<file path="config.mk">
export PLATFORM = sky130hd
export DESIGN_NAME = fifo_w1r1
export DESIGN_NICKNAME = d
export VERILOG_FILES = /design/src/rtl/fifo_w1r1_pkg.sv /design/src/rtl/fifo_w1r1_storage.sv /design/src/rtl/fifo_w1r1.sv
export SDC_FILE = /design/constraint.sdc
export NUM_CORES = 1
export LEC_CHECK = 0
export ABC_AREA = 1
export CAP_MARGIN = 20
export CORE_MARGIN = 1
export CORE_UTILIZATION = 45
export CTS_BUF_LIST = sky130_fd_sc_hd__clkbuf_2
export DETAILED_ROUTE_END_ITERATION = 10
export GPL_TIMING_DRIVEN = 0
export PLACE_DENSITY = 0.79
export SYNTH_ARGS = -nofsm -noshare
export SYNTH_HDL_FRONTEND = slang
export SYNTH_HIERARCHICAL = 1
export SYNTH_SLANG_ARGS = --single-unit
</file>
<file path="constraint.sdc">
create_clock -name i_clk -period 8.1 [get_ports i_clk]
set_clock_uncertainty 0.05 [all_clocks]
set_input_delay 1.62 -clock i_clk [delete_from_list [all_inputs] [get_ports i_clk]]
set_output_delay 1.62 -clock i_clk [all_outputs]
set_load 0.01 [all_outputs]
</file>
<file path="src/rtl/fifo_w1r1_pkg.sv">
// rtl/fifo_w1r1_pkg.sv - shared width helpers for the fifo_w1r1 slice
package fifo_w1r1_pkg;

   // Pointer width: enough bits to address every slot; never collapses to zero bits.
   function automatic int ptr_width(input int depth);
      return (depth > 1) ? $clog2(depth) : 1;
   endfunction

   // Count width: must be able to hold the full value DEPTH, hence depth+1.
   function automatic int cnt_width(input int depth);
      return $clog2(depth + 1);
   endfunction

endpackage

</file>
<file path="src/rtl/fifo_w1r1_storage.sv">
// rtl/fifo_w1r1_storage.sv - FIFO entry array, resettable flops or non-reset memory style
module fifo_w1r1_storage
   import fifo_w1r1_pkg::*;
#(
   parameter int WIDTH         = 8,
   parameter int DEPTH         = 4,
   parameter int FLOPS_NOT_MEM = 0,
   parameter int PTR_W         = 2
)
(
   input  logic                   i_clk,
   input  logic                   i_rst,
   input  logic                   i_we,
   input  logic [PTR_W-1:0]       i_waddr,
   input  logic [WIDTH-1:0]       i_wdata,
   input  logic [PTR_W-1:0]       i_raddr,
   output logic [WIDTH-1:0]       o_rdata,
   output logic [DEPTH*WIDTH-1:0] o_entries
);

   logic [WIDTH-1:0] mem_q [DEPTH];
   logic             we_eff;

   // Reset always wins over a write in the same cycle, in both storage styles.
   assign we_eff = i_we & ~i_rst;

   if (FLOPS_NOT_MEM != 0) begin : g_flops
      logic [WIDTH-1:0] mem_d [DEPTH];

      // Next array value: only the addressed slot changes on a write.
      always_comb begin
         mem_d = mem_q;
         if (we_eff) begin
            mem_d[i_waddr] = i_wdata;
         end
      end

      // Resettable entry registers.
      always_ff @(posedge i_clk) begin
         if (i_rst) begin
            for (int k = 0; k < DEPTH; k++) begin
               mem_q[k] <= '0;
            end
         end else begin
            mem_q <= mem_d;
         end
      end
   end else begin : g_mem
      // Memory-style array: single addressed write port, contents survive reset.
      always_ff @(posedge i_clk) begin
         if (we_eff) begin
            mem_q[i_waddr] <= i_wdata;
         end
      end
   end

   // First-word-fall-through read is a plain combinational mux.
   assign o_rdata = mem_q[i_raddr];

   for (genvar k = 0; k < DEPTH; k++) begin : g_flat
      assign o_entries[k*WIDTH +: WIDTH] = mem_q[k];
   end

endmodule

</file>
<file path="src/rtl/fifo_w1r1.sv">
// rtl/fifo_w1r1.sv - one-write one-read FWFT FIFO; assertions enabled by FIFO_W1R1_ASSERT_EN
module fifo_w1r1
   import fifo_w1r1_pkg::*;
#(
   parameter int WIDTH              = 8,
   parameter int DEPTH              = 4,
   parameter int FLOPS_NOT_MEM      = 0,
   parameter int FORCEKEEP_NENTRIES = 0
)
(
   input  logic                          i_clk,
   input  logic                          i_rst,
   input  logic                          i_cg,
   input  logic                          i_flush,
   input  logic [WIDTH-1:0]              i_data,
   input  logic                          i_valid,
   output logic                          o_ready,
   output logic [WIDTH-1:0]              o_data,
   output logic                          o_valid,
   input  logic                          i_ready,
   output logic                          o_pushed,
   output logic                          o_popped,
   output logic [ptr_width(DEPTH)-1:0]   o_wptr,
   output logic [ptr_width(DEPTH)-1:0]   o_rptr,
   output logic [DEPTH-1:0]              o_validEntries,
   output logic [cnt_width(DEPTH)-1:0]   o_nEntries,
   output logic [DEPTH*WIDTH-1:0]        o_entries
);

   localparam int PTR_W = ptr_width(DEPTH);
   localparam int CNT_W = cnt_width(DEPTH);
   localparam logic [PTR_W-1:0] LAST_PTR = PTR_W'(DEPTH - 1);
   localparam logic [CNT_W-1:0] FULL_CNT = CNT_W'(DEPTH);

   logic [PTR_W-1:0] wptr_q, wptr_d;
   logic [PTR_W-1:0] rptr_q, rptr_d;
   logic [DEPTH-1:0] valid_q, valid_d;
   logic [CNT_W-1:0] n_entries;
   logic             push, pop;

   // Handshake flags come only from registered state, so a pop never frees room
   // for a push in the same cycle.
   assign o_ready = (n_entries != FULL_CNT);
   assign o_valid = (n_entries != '0);
   assign push    = i_cg & i_valid & o_ready;
   assign pop     = i_cg & o_valid & i_ready;

   // Pointer and valid-flag next state; flush overrides any handshake.
   always_comb begin
      wptr_d  = wptr_q;
      rptr_d  = rptr_q;
      valid_d = valid_q;
      if (i_cg) begin
         if (i_flush) begin
            wptr_d  = '0;
            rptr_d  = '0;
            valid_d = '0;
         end else begin
            if (pop) begin
               valid_d[rptr_q] = 1'b0;
               rptr_d = (rptr_q == LAST_PTR) ? '0 : rptr_q + PTR_W'(1);
            end
            if (push) begin
               valid_d[wptr_q] = 1'b1;
               wptr_d = (wptr_q == LAST_PTR) ? '0 : wptr_q + PTR_W'(1);
            end
         end
      end
   end

   // Control registers with synchronous reset taking priority over everything.
   always_ff @(posedge i_clk) begin
      if (i_rst) begin
         wptr_q  <= '0;
         rptr_q  <= '0;
         valid_q <= '0;
      end else begin
         wptr_q  <= wptr_d;
         rptr_q  <= rptr_d;
         valid_q <= valid_d;
      end
   end

   if (FORCEKEEP_NENTRIES != 0) begin : g_count
      logic [CNT_W-1:0] count_q, count_d;

      // Explicit occupancy counter; simultaneous push and pop leaves it unchanged.
      always_comb begin
         count_d = count_q;
         if (i_cg) begin
            if (i_flush) begin
               count_d = '0;
            end else if (push && !pop) begin
               count_d = count_q + CNT_W'(1);
            end else if (pop && !push) begin
               count_d = count_q - CNT_W'(1);
            end
         end
      end

      // Counter register.
      always_ff @(posedge i_clk) begin
         if (i_rst) begin
            count_q <= '0;
         end else begin
            count_q <= count_d;
         end
      end

      assign n_entries = count_q;
   end else begin : g_derived
      assign n_entries = CNT_W'($countones(valid_q));
   end

   fifo_w1r1_storage #(
      .WIDTH         (WIDTH),
      .DEPTH         (DEPTH),
      .FLOPS_NOT_MEM (FLOPS_NOT_MEM),
      .PTR_W         (PTR_W)
   ) u_storage (
      .i_clk     (i_clk),
      .i_rst     (i_rst),
      .i_we      (push & ~i_flush),
      .i_waddr   (wptr_q),
      .i_wdata   (i_data),
      .i_raddr   (rptr_q),
      .o_rdata   (o_data),
      .o_entries (o_entries)
   );

   assign o_pushed       = push;
   assign o_popped       = pop;
   assign o_wptr         = wptr_q;
   assign o_rptr         = rptr_q;
   assign o_validEntries = valid_q;
   assign o_nEntries     = n_entries;

`ifdef FIFO_W1R1_ASSERT_EN
   a_no_push_full: assert property (@(posedge i_clk) disable iff (i_rst)
      !(push && (n_entries == FULL_CNT)));
   a_no_pop_empty: assert property (@(posedge i_clk) disable iff (i_rst)
      !(pop && (n_entries == '0)));
   a_count_matches_flags: assert property (@(posedge i_clk) disable iff (i_rst)
      (n_entries == CNT_W'($countones(valid_q))));
   a_count_bounded: assert property (@(posedge i_clk) disable iff (i_rst)
      (n_entries <= FULL_CNT));
`else
   // checks compiled out; datapath and control unchanged
`endif

endmodule

</file>
==> results of run 1 <==
-- routing by layer --
layer / up-vias / global-route usage (%)
met5: - / 0
met4: 0 / 9.30
met3: 10 / 4.09
met2: 45 / 36.2
met1: 758 / 25.1
li1: 840 / -
-- placed cells by master (no fill, tap or decap), drive strengths merged --
cell type and count:
clkbuf 5, clkdlybuf4s50 68, nand3 23, clkinv 3, dfxtp 8, buf 8
a21oi 8, nand2 58, nor2 7, bufinv 1, nor3 4, nand4 6
ha 10, edfxtp 32, fa 1, inv 55
-- area by class of cell --
type	instances	area share (%)
plain buffers	4	1.22
clock inverters	3	1.48
flip-flops and latches	40	39.1
repair buffers	72	24.8
multi-input cells	117	22.8
inverters	56	7.47
well taps	52	2.27
clock buffers	5	0.873
-- critical path: stages --
cell and delay (ns):
clkdlybuf4s50_1 0.50, nand2_1 0.07, inv_1 0.16, nand2_2 0.12, inv_1 0.06, clkdlybuf4s50_1 0.52
-- cell usage after synthesis --
master,n
nand2_2,1
buf_2,1
nand3_2,2
edfxtp_1,32
nand4_1,6
buf_4,1
nand2_4,3
nand3_1,21
ha_1,10
nor3_1,4
a21oi_2,2
inv_4,1
nand2_1,54
dfxtp_1,8
a21oi_1,6
inv_2,1
nor2_4,1
clkinv_2,1
fa_1,1
buf_6,2
inv_1,53
nor2_1,6
-- power groups by stage --
stage,combinational [mW],clock [mW],sequential (mW)
2_1_floorplan,0.0134,0,0.230
3_3_place_gp,0.0319,0,0.229
3_5_place_dp,0.0329,0,0.229
4_1_cts,0.0331,0.120,0.225
5_1_grt,0.0359,0.129,0.225
6_report,0.0328,0.117,0.225
-- registers in the layout (all words and copies together), names as in the netlist --
name             cells
u_storage/mem_q     32
o_validEntries       4
o_rptr               2
o_wptr               2
-- cell families after synthesis --
family	after synthesis
compound gates	8
fa+ha+maj	11
buf+inv	60
flops	40
simple gates	98
-- stage by stage --
stage | instances | hold slack [ns] | area, um2 | worst slack (ns) | util (%)
6_report | 349 | 0.527 | 2870 | 3.38 | 66.3
5_1_grt | 349 | 0.559 | 2870 | 3.34 | 66.3
4_1_cts | 349 | 0.530 | 2870 | 3.38 | 66.3
3_5_place_dp | 341 | 0.505 | 2800 | 3.38 | 64.7
3_3_place_gp | 337 | 0.507 | 2770 | 3.39 | 64.0
2_1_floorplan | 217 | 0.489 | 2020 | 4.47 | -
-- worst max path at each step --
stage,end,slack [ns],depth (start not counted)
2_1_floorplan,o_popped,4.47,4
3_3_place_gp,o_popped,3.39,6
3_5_place_dp,o_popped,3.38,6
4_1_cts,o_popped,3.38,6
5_1_grt,o_popped,3.34,6
6_report,o_popped,3.38,6
==> impl_metrics.json, run 1 <==
{
  "wl_met3_um": 183,
  "hold_viol_final": 0,
  "cellPowerDensity_mw_per_mm2": 131,
  "hp-class": "flip-flop to flip-flop",
  "vias_per_cell": 4.74,
  "netlist_area_mm2": 0.00202,
  "hold_buffers": 0,
  "worstPathArrival_ns": 3.05,
  "syn2layout_area_growth_pct": 41.7,
  "min_path_cells": 4,
  "timing.slew.headroom_pct": 45.8,
  "switching_power_mw": 0.0833,
  "worstMarginPinSlew_ns": 0.807,
  "violations": "DRC",
  "grt_overflow": 0,
  "p_seq_share_pct": 60.0,
  "period_share_pct": 58.3,
  "nets": 321,
  "cts_tree": "yes",
  "outcome": "finished, violations left",
  "drcViolationCount": 1,
  "gp_congestion": 0.804,
  "yosysWarnings": 6,
  "synth.avg_cell_area_um2": 9.32,
  "wl_um": 4480,
  "first_pass_iters": 10,
  "yosysTopAreaCellShare_pct": 47.5,
  "top_layer_used": "met4",
  "ant_nets": 0,
  "multi_input_area_um2": 652,
  "synth_mux_area_share_pct": 0,
  "synth_top_area_cell": "edfxtp_1",
  "fin_tns_setup_ns": 0,
  "antenna_found_initial": 0,
  "rsz0062_at_grt": "no",
  "drive_gt1_share_pct": 9.09,
  "path_class": "input port to output pin",
  "fin_total_pwr_mw": 0.375,
  "synth-seq-cells": 40,
  "initial_core_util_pct": 46.8,
  "grt_pass1_wl_um": 7740,
  "power_leakage_nw": 1.26,
  "slew_violations": 0,
  "fill_cells": 372,
  "required_ns": 6.43,
  "pwr-share-clk_pct": 31.3,
  "die_h_um": 69.0,
  "die_w_um": 69.0,
  "period_minus_slack_ns": 4.72,
  "synth_adder_area_share_pct": 7.18,
  "max_cap_viol_count": 0,
  "clk_latency_ns": 0.40,
  "synth_area_leaders": "edfxtp_1 (48%), nand2_1 (10%), inv_1 (9.8%), dfxtp_1 (7.9%), ha_1 (6.2%)",
  "worstSetupStartpointType": "input port",
  "clk_path_buf_depth": 2,
  "clkSlewWorstSetupHoldPaths_ns": 0.18,
  "timing.rr.start": "o_validEntries[0]$_SDFFE_PP0P_",
  "met2RoutedLength_um": 2310,
  "diodes": 0,
  "vdd_drop_max_mv": 0.107,
  "grt_pass1_vias": 1653,
  "drtIter0Drc": 102,
  "p_sw_share_pct": 22.2,
  "wl_per_cell_um": 12.8,
  "crit_path_end_kind": "output pin",
  "clock_sinks": 40,
  "grt_usage_pct": 20.9,
  "cts_resized": 0,
  "core_mm2": 0.00432,
  "seqCellArea_mm2": 0.00112,
  "synth_xor_area_share_pct": 0,
  "finalSetupViolCount": 0,
  "r2r_cells": 12,
  "hpwlAfterDp_um": 3420,
  "portBuffers": 68,
  "io_pins": 69,
  "p_comb_share_pct": 8.8,
  "dieArea_mm2": 0.00477,
  "reg2reg_setup_slack_ns": 4.94,
  "grt_max_degree": 14,
  "htree_levels": 2,
  "holdCritStartpoint": "o_validEntries[2]$_SDFFE_PP0P_",
  "startpoint": "i_cg",
  "met1_length_um": 1910,
  "yosysUniqueCellTypes": 22,
  "min_to": "o_validEntries[2]$_SDFFE_PP0P_",
  "synth_compound_area_share_pct": 2.35,
  "post_cts_buffers": 0,
  "p_int_mw": 0.291,
  "synthSimpleGateAreaFrac_pct": 22.7,
  "r2r-end": "u_storage/mem_q[2][1]$_DFFE_PP_",
  "syn_nets": 242,
  "max_freq_mhz": 212,
  "critPathMaxFanout": 6,
  "synth_cells": 217,
  "cts-root-buf": "clkbuf_2",
  "num_rows": 24,
  "synth_top_family_by_area": "simple AND/OR/NAND/NOR gates",
  "cts_made_buffers": 5,
  "yosysSeqAreaShare_pct": 55.4,
  "dr_total_vias": 1653
}
Power figures use the tool's default switching activity.
==> inputs of run 2 (changes only) <==
CORE_UTILIZATION = 42   (was 45)
PLACE_DENSITY = 0.78   (was 0.79)
clock period = 4.3 ns   (was 8.1 ns; I/O delays follow)
==> run 2 against run 1 <==
Sequential cell count did not move. Largest cell class unchanged. First-iteration DRC count fell by 3.9%. Hold slack got worse by 0.0048 ns. Count of clock-buffer cells in the layout did not move. Register-to-register slack got worse by 3.7 ns. Critical path type is now flip-flop to output pin. The flow still finishes with violations (DRC). Utilization fell by 2.6 points. Worst setup slack got worse by 2.7 ns. Via count barely moved. Die area rose by 6.9%. Routed wire length rose by 0.83%.
==> impl_metrics.json, run 2 (same netlist as run 1, synthesis figures left out) <==
{
  "outcome": "finished, violations left",
  "violations": "DRC",
  "gp_congestion": 0.803,
  "nets": 321,
  "clock_sinks": 40,
  "min_to": "o_rptr[1]$_SDFFE_PP0P_",
  "die_w_um": 71.4,
  "hp-class": "flip-flop to flip-flop",
  "critPathMaxFanout": 7,
  "worstMarginPinSlew_ns": 0.674,
  "reg2reg_setup_slack_ns": 1.24,
  "drtIter0Drc": 98,
  "fin_tns_setup_ns": 0,
  "largest_reg_flops": 32,
  "worstPathArrival_ns": 2.76,
  "vias_per_cell": 4.73,
  "r2r_cells": 12,
  "fin_total_pwr_mw": 0.711,
  "io_pins": 69,
  "ant_nets": 0,
  "portBuffers": 68,
  "timing.rr.start": "o_validEntries[0]$_SDFFE_PP0P_",
  "grt_pass1_wl_um": 7420,
  "holdCritStartpoint": "o_rptr[1]$_SDFFE_PP0P_",
  "grt_max_degree": 15,
  "final_util_pct": 63.7,
  "max_stage_delay_ns": 0.53,
  "htree_levels": 2,
  "initial_core_util_pct": 44.9,
  "period_share_pct": 85.3,
  "power_leakage_nw": 1.26,
  "cts_resized": 0,
  "max_cap_viol_count": 0,
  "final_cell_mix": "clkdlybuf4s50_1 (68), nand2_1 (54), inv_1 (53), edfxtp_1 (32), nand3_1 (21)",
  "die_h_um": 71.4,
  "required_ns": 3.39,
  "r2r-end": "u_storage/mem_q[1][5]$_DFFE_PP_",
  "drcViolationCount": 3,
  "syn2layout_area_growth_pct": 41.9,
  "wl_um": 4510,
  "drive_gt1_share_pct": 9.43,
  "hold_viol_final": 0,
  "finalSetupViolCount": 0,
  "cts_tree": "yes",
  "path_common_cell": "inv_1",
  "vdd_drop_max_mv": 0.201,
  "grt_usage_pct": 18.9,
  "fill_cells": 371,
  "clk_path_buf_depth": 2,
  "grt_pass1_vias": 1639,
  "final_common_cell": "clkdlybuf4s50_1",
  "wl_per_cell_um": 12.9,
  "cellPowerDensity_mw_per_mm2": 248,
  "slew_violations": 0,
  "final_cell_count_no_fill": 349,
  "dieArea_mm2": 0.00510,
  "hold_buffers": 0,
  "grt_overflow": 0,
  "cts_made_buffers": 5,
  "crit_slowest_cell": "fa_1",
  "cts-root-buf": "clkbuf_2",
  "diodes": 0,
  "max_freq_mhz": 273,
  "path_class": "flip-flop to output pin",
  "regMostFlops": "u_storage/mem_q",
  "crit_path_cell_trace": "inv_1, fa_1, inv_1, ha_1, ha_1, nor2_4, nand2_4, nand2_2, inv_1, clkdlybuf4s50_1",
  "core_mm2": 0.00450,
  "hpwlAfterDp_um": 3440,
  "first_pass_iters": 7,
  "dr_total_vias": 1652,
  "crit_path_end_kind": "output pin",
  "antenna_found_initial": 0,
  "clk_latency_ns": 0.39,
  "rsz0062_at_grt": "no",
  "worstSetupStartpointType": "flip-flop",
  "min_path_cells": 2,
  "post_cts_buffers": 0,
  "clkSlewWorstSetupHoldPaths_ns": 0.20,
  "num_rows": 24,
  "dp_cells": 341,
  "timing.slew.headroom_pct": 54.7,
  "period_minus_slack_ns": 3.67
}
-- run 2: cell types whose count changed in the layout (fill, tap and decap cells not counted) --
cell / change
clkinvlp_4: +1
inv_6: +1
clkinv_1: -1
clkinv_4: -1
-- run 2: worst max-delay path, delay by kind of cell, from the launching register on --
| family | cells | cell delay [ns] |
|---|---|---|
| adder cells (fa/ha/maj) | 3 | 1.02 |
| buffers and inverters | 4 | 0.63 |
| flip-flops | 1 | 0.37 |
| AND/OR/NAND/NOR | 3 | 0.36 |
-- run 2: stage by stage --
stage,instance area (um2),setup slack (ns),hold slack [ns]
after global routing,2870,0.448,0.546
after CTS,2870,0.585,0.516
after global placement,2770,0.913,0.487
after detailed placement,2800,1.06,0.496
final,2870,0.632,0.522
after floorplan,2020,1.31,0.489
-- run 2: worst max-delay path by stage --
stage	startpoint	end	slack, ns	cells after the start
3_5_place_dp	o_validEntries[0]$_SDFFE_PP0P_	o_popped	1.06	10
2_1_floorplan	o_validEntries[0]$_SDFFE_PP0P_	u_storage/mem_q[0][0]$_DFFE_PP_	1.31	11
4_1_cts	o_validEntries[0]$_SDFFE_PP0P_	o_popped	0.59	10
3_3_place_gp	o_validEntries[0]$_SDFFE_PP0P_	u_storage/mem_q[0][6]$_DFFE_PP_	0.91	11
5_1_grt	o_validEntries[0]$_SDFFE_PP0P_	o_popped	0.45	10
6_report	o_validEntries[0]$_SDFFE_PP0P_	o_popped	0.63	10
-- run 2: layout make-up --
class | count | area [um2] | share of cell area (%)
well taps | 52 | 65.1 | 2.27
clock buffers | 5 | 25.0 | 0.872
repair buffers | 72 | 711 | 24.8
clock inverters | 3 | 46.3 | 1.61
multi-input cells | 117 | 652 | 22.7
inverters | 56 | 214 | 7.46
flip-flops and latches | 40 | 1120 | 39.1
plain buffers | 4 | 35.0 | 1.22
-- run 2: report_power, final --
part | switching [mW] | leakage [nW] | total, mW | internal [mW]
registers | 0.00259 | 0.353 | 0.423 | 0.421
logic | 0.0310 | 0.871 | 0.0616 | 0.0306
clock network | 0.126 | 0.0396 | 0.226 | 0.100
-- run 2: routing by layer --
layer | up-vias | global-route usage [%] | part of all wire [%]
met2 | 53 | 31.6 | 51
met5 | - | 0 | 0
li1 | 835 | - | -
met3 | 11 | 2.25 | 4.8
met1 | 753 | 23.8 | 42
met4 | 0 | 10.9 | 2.4
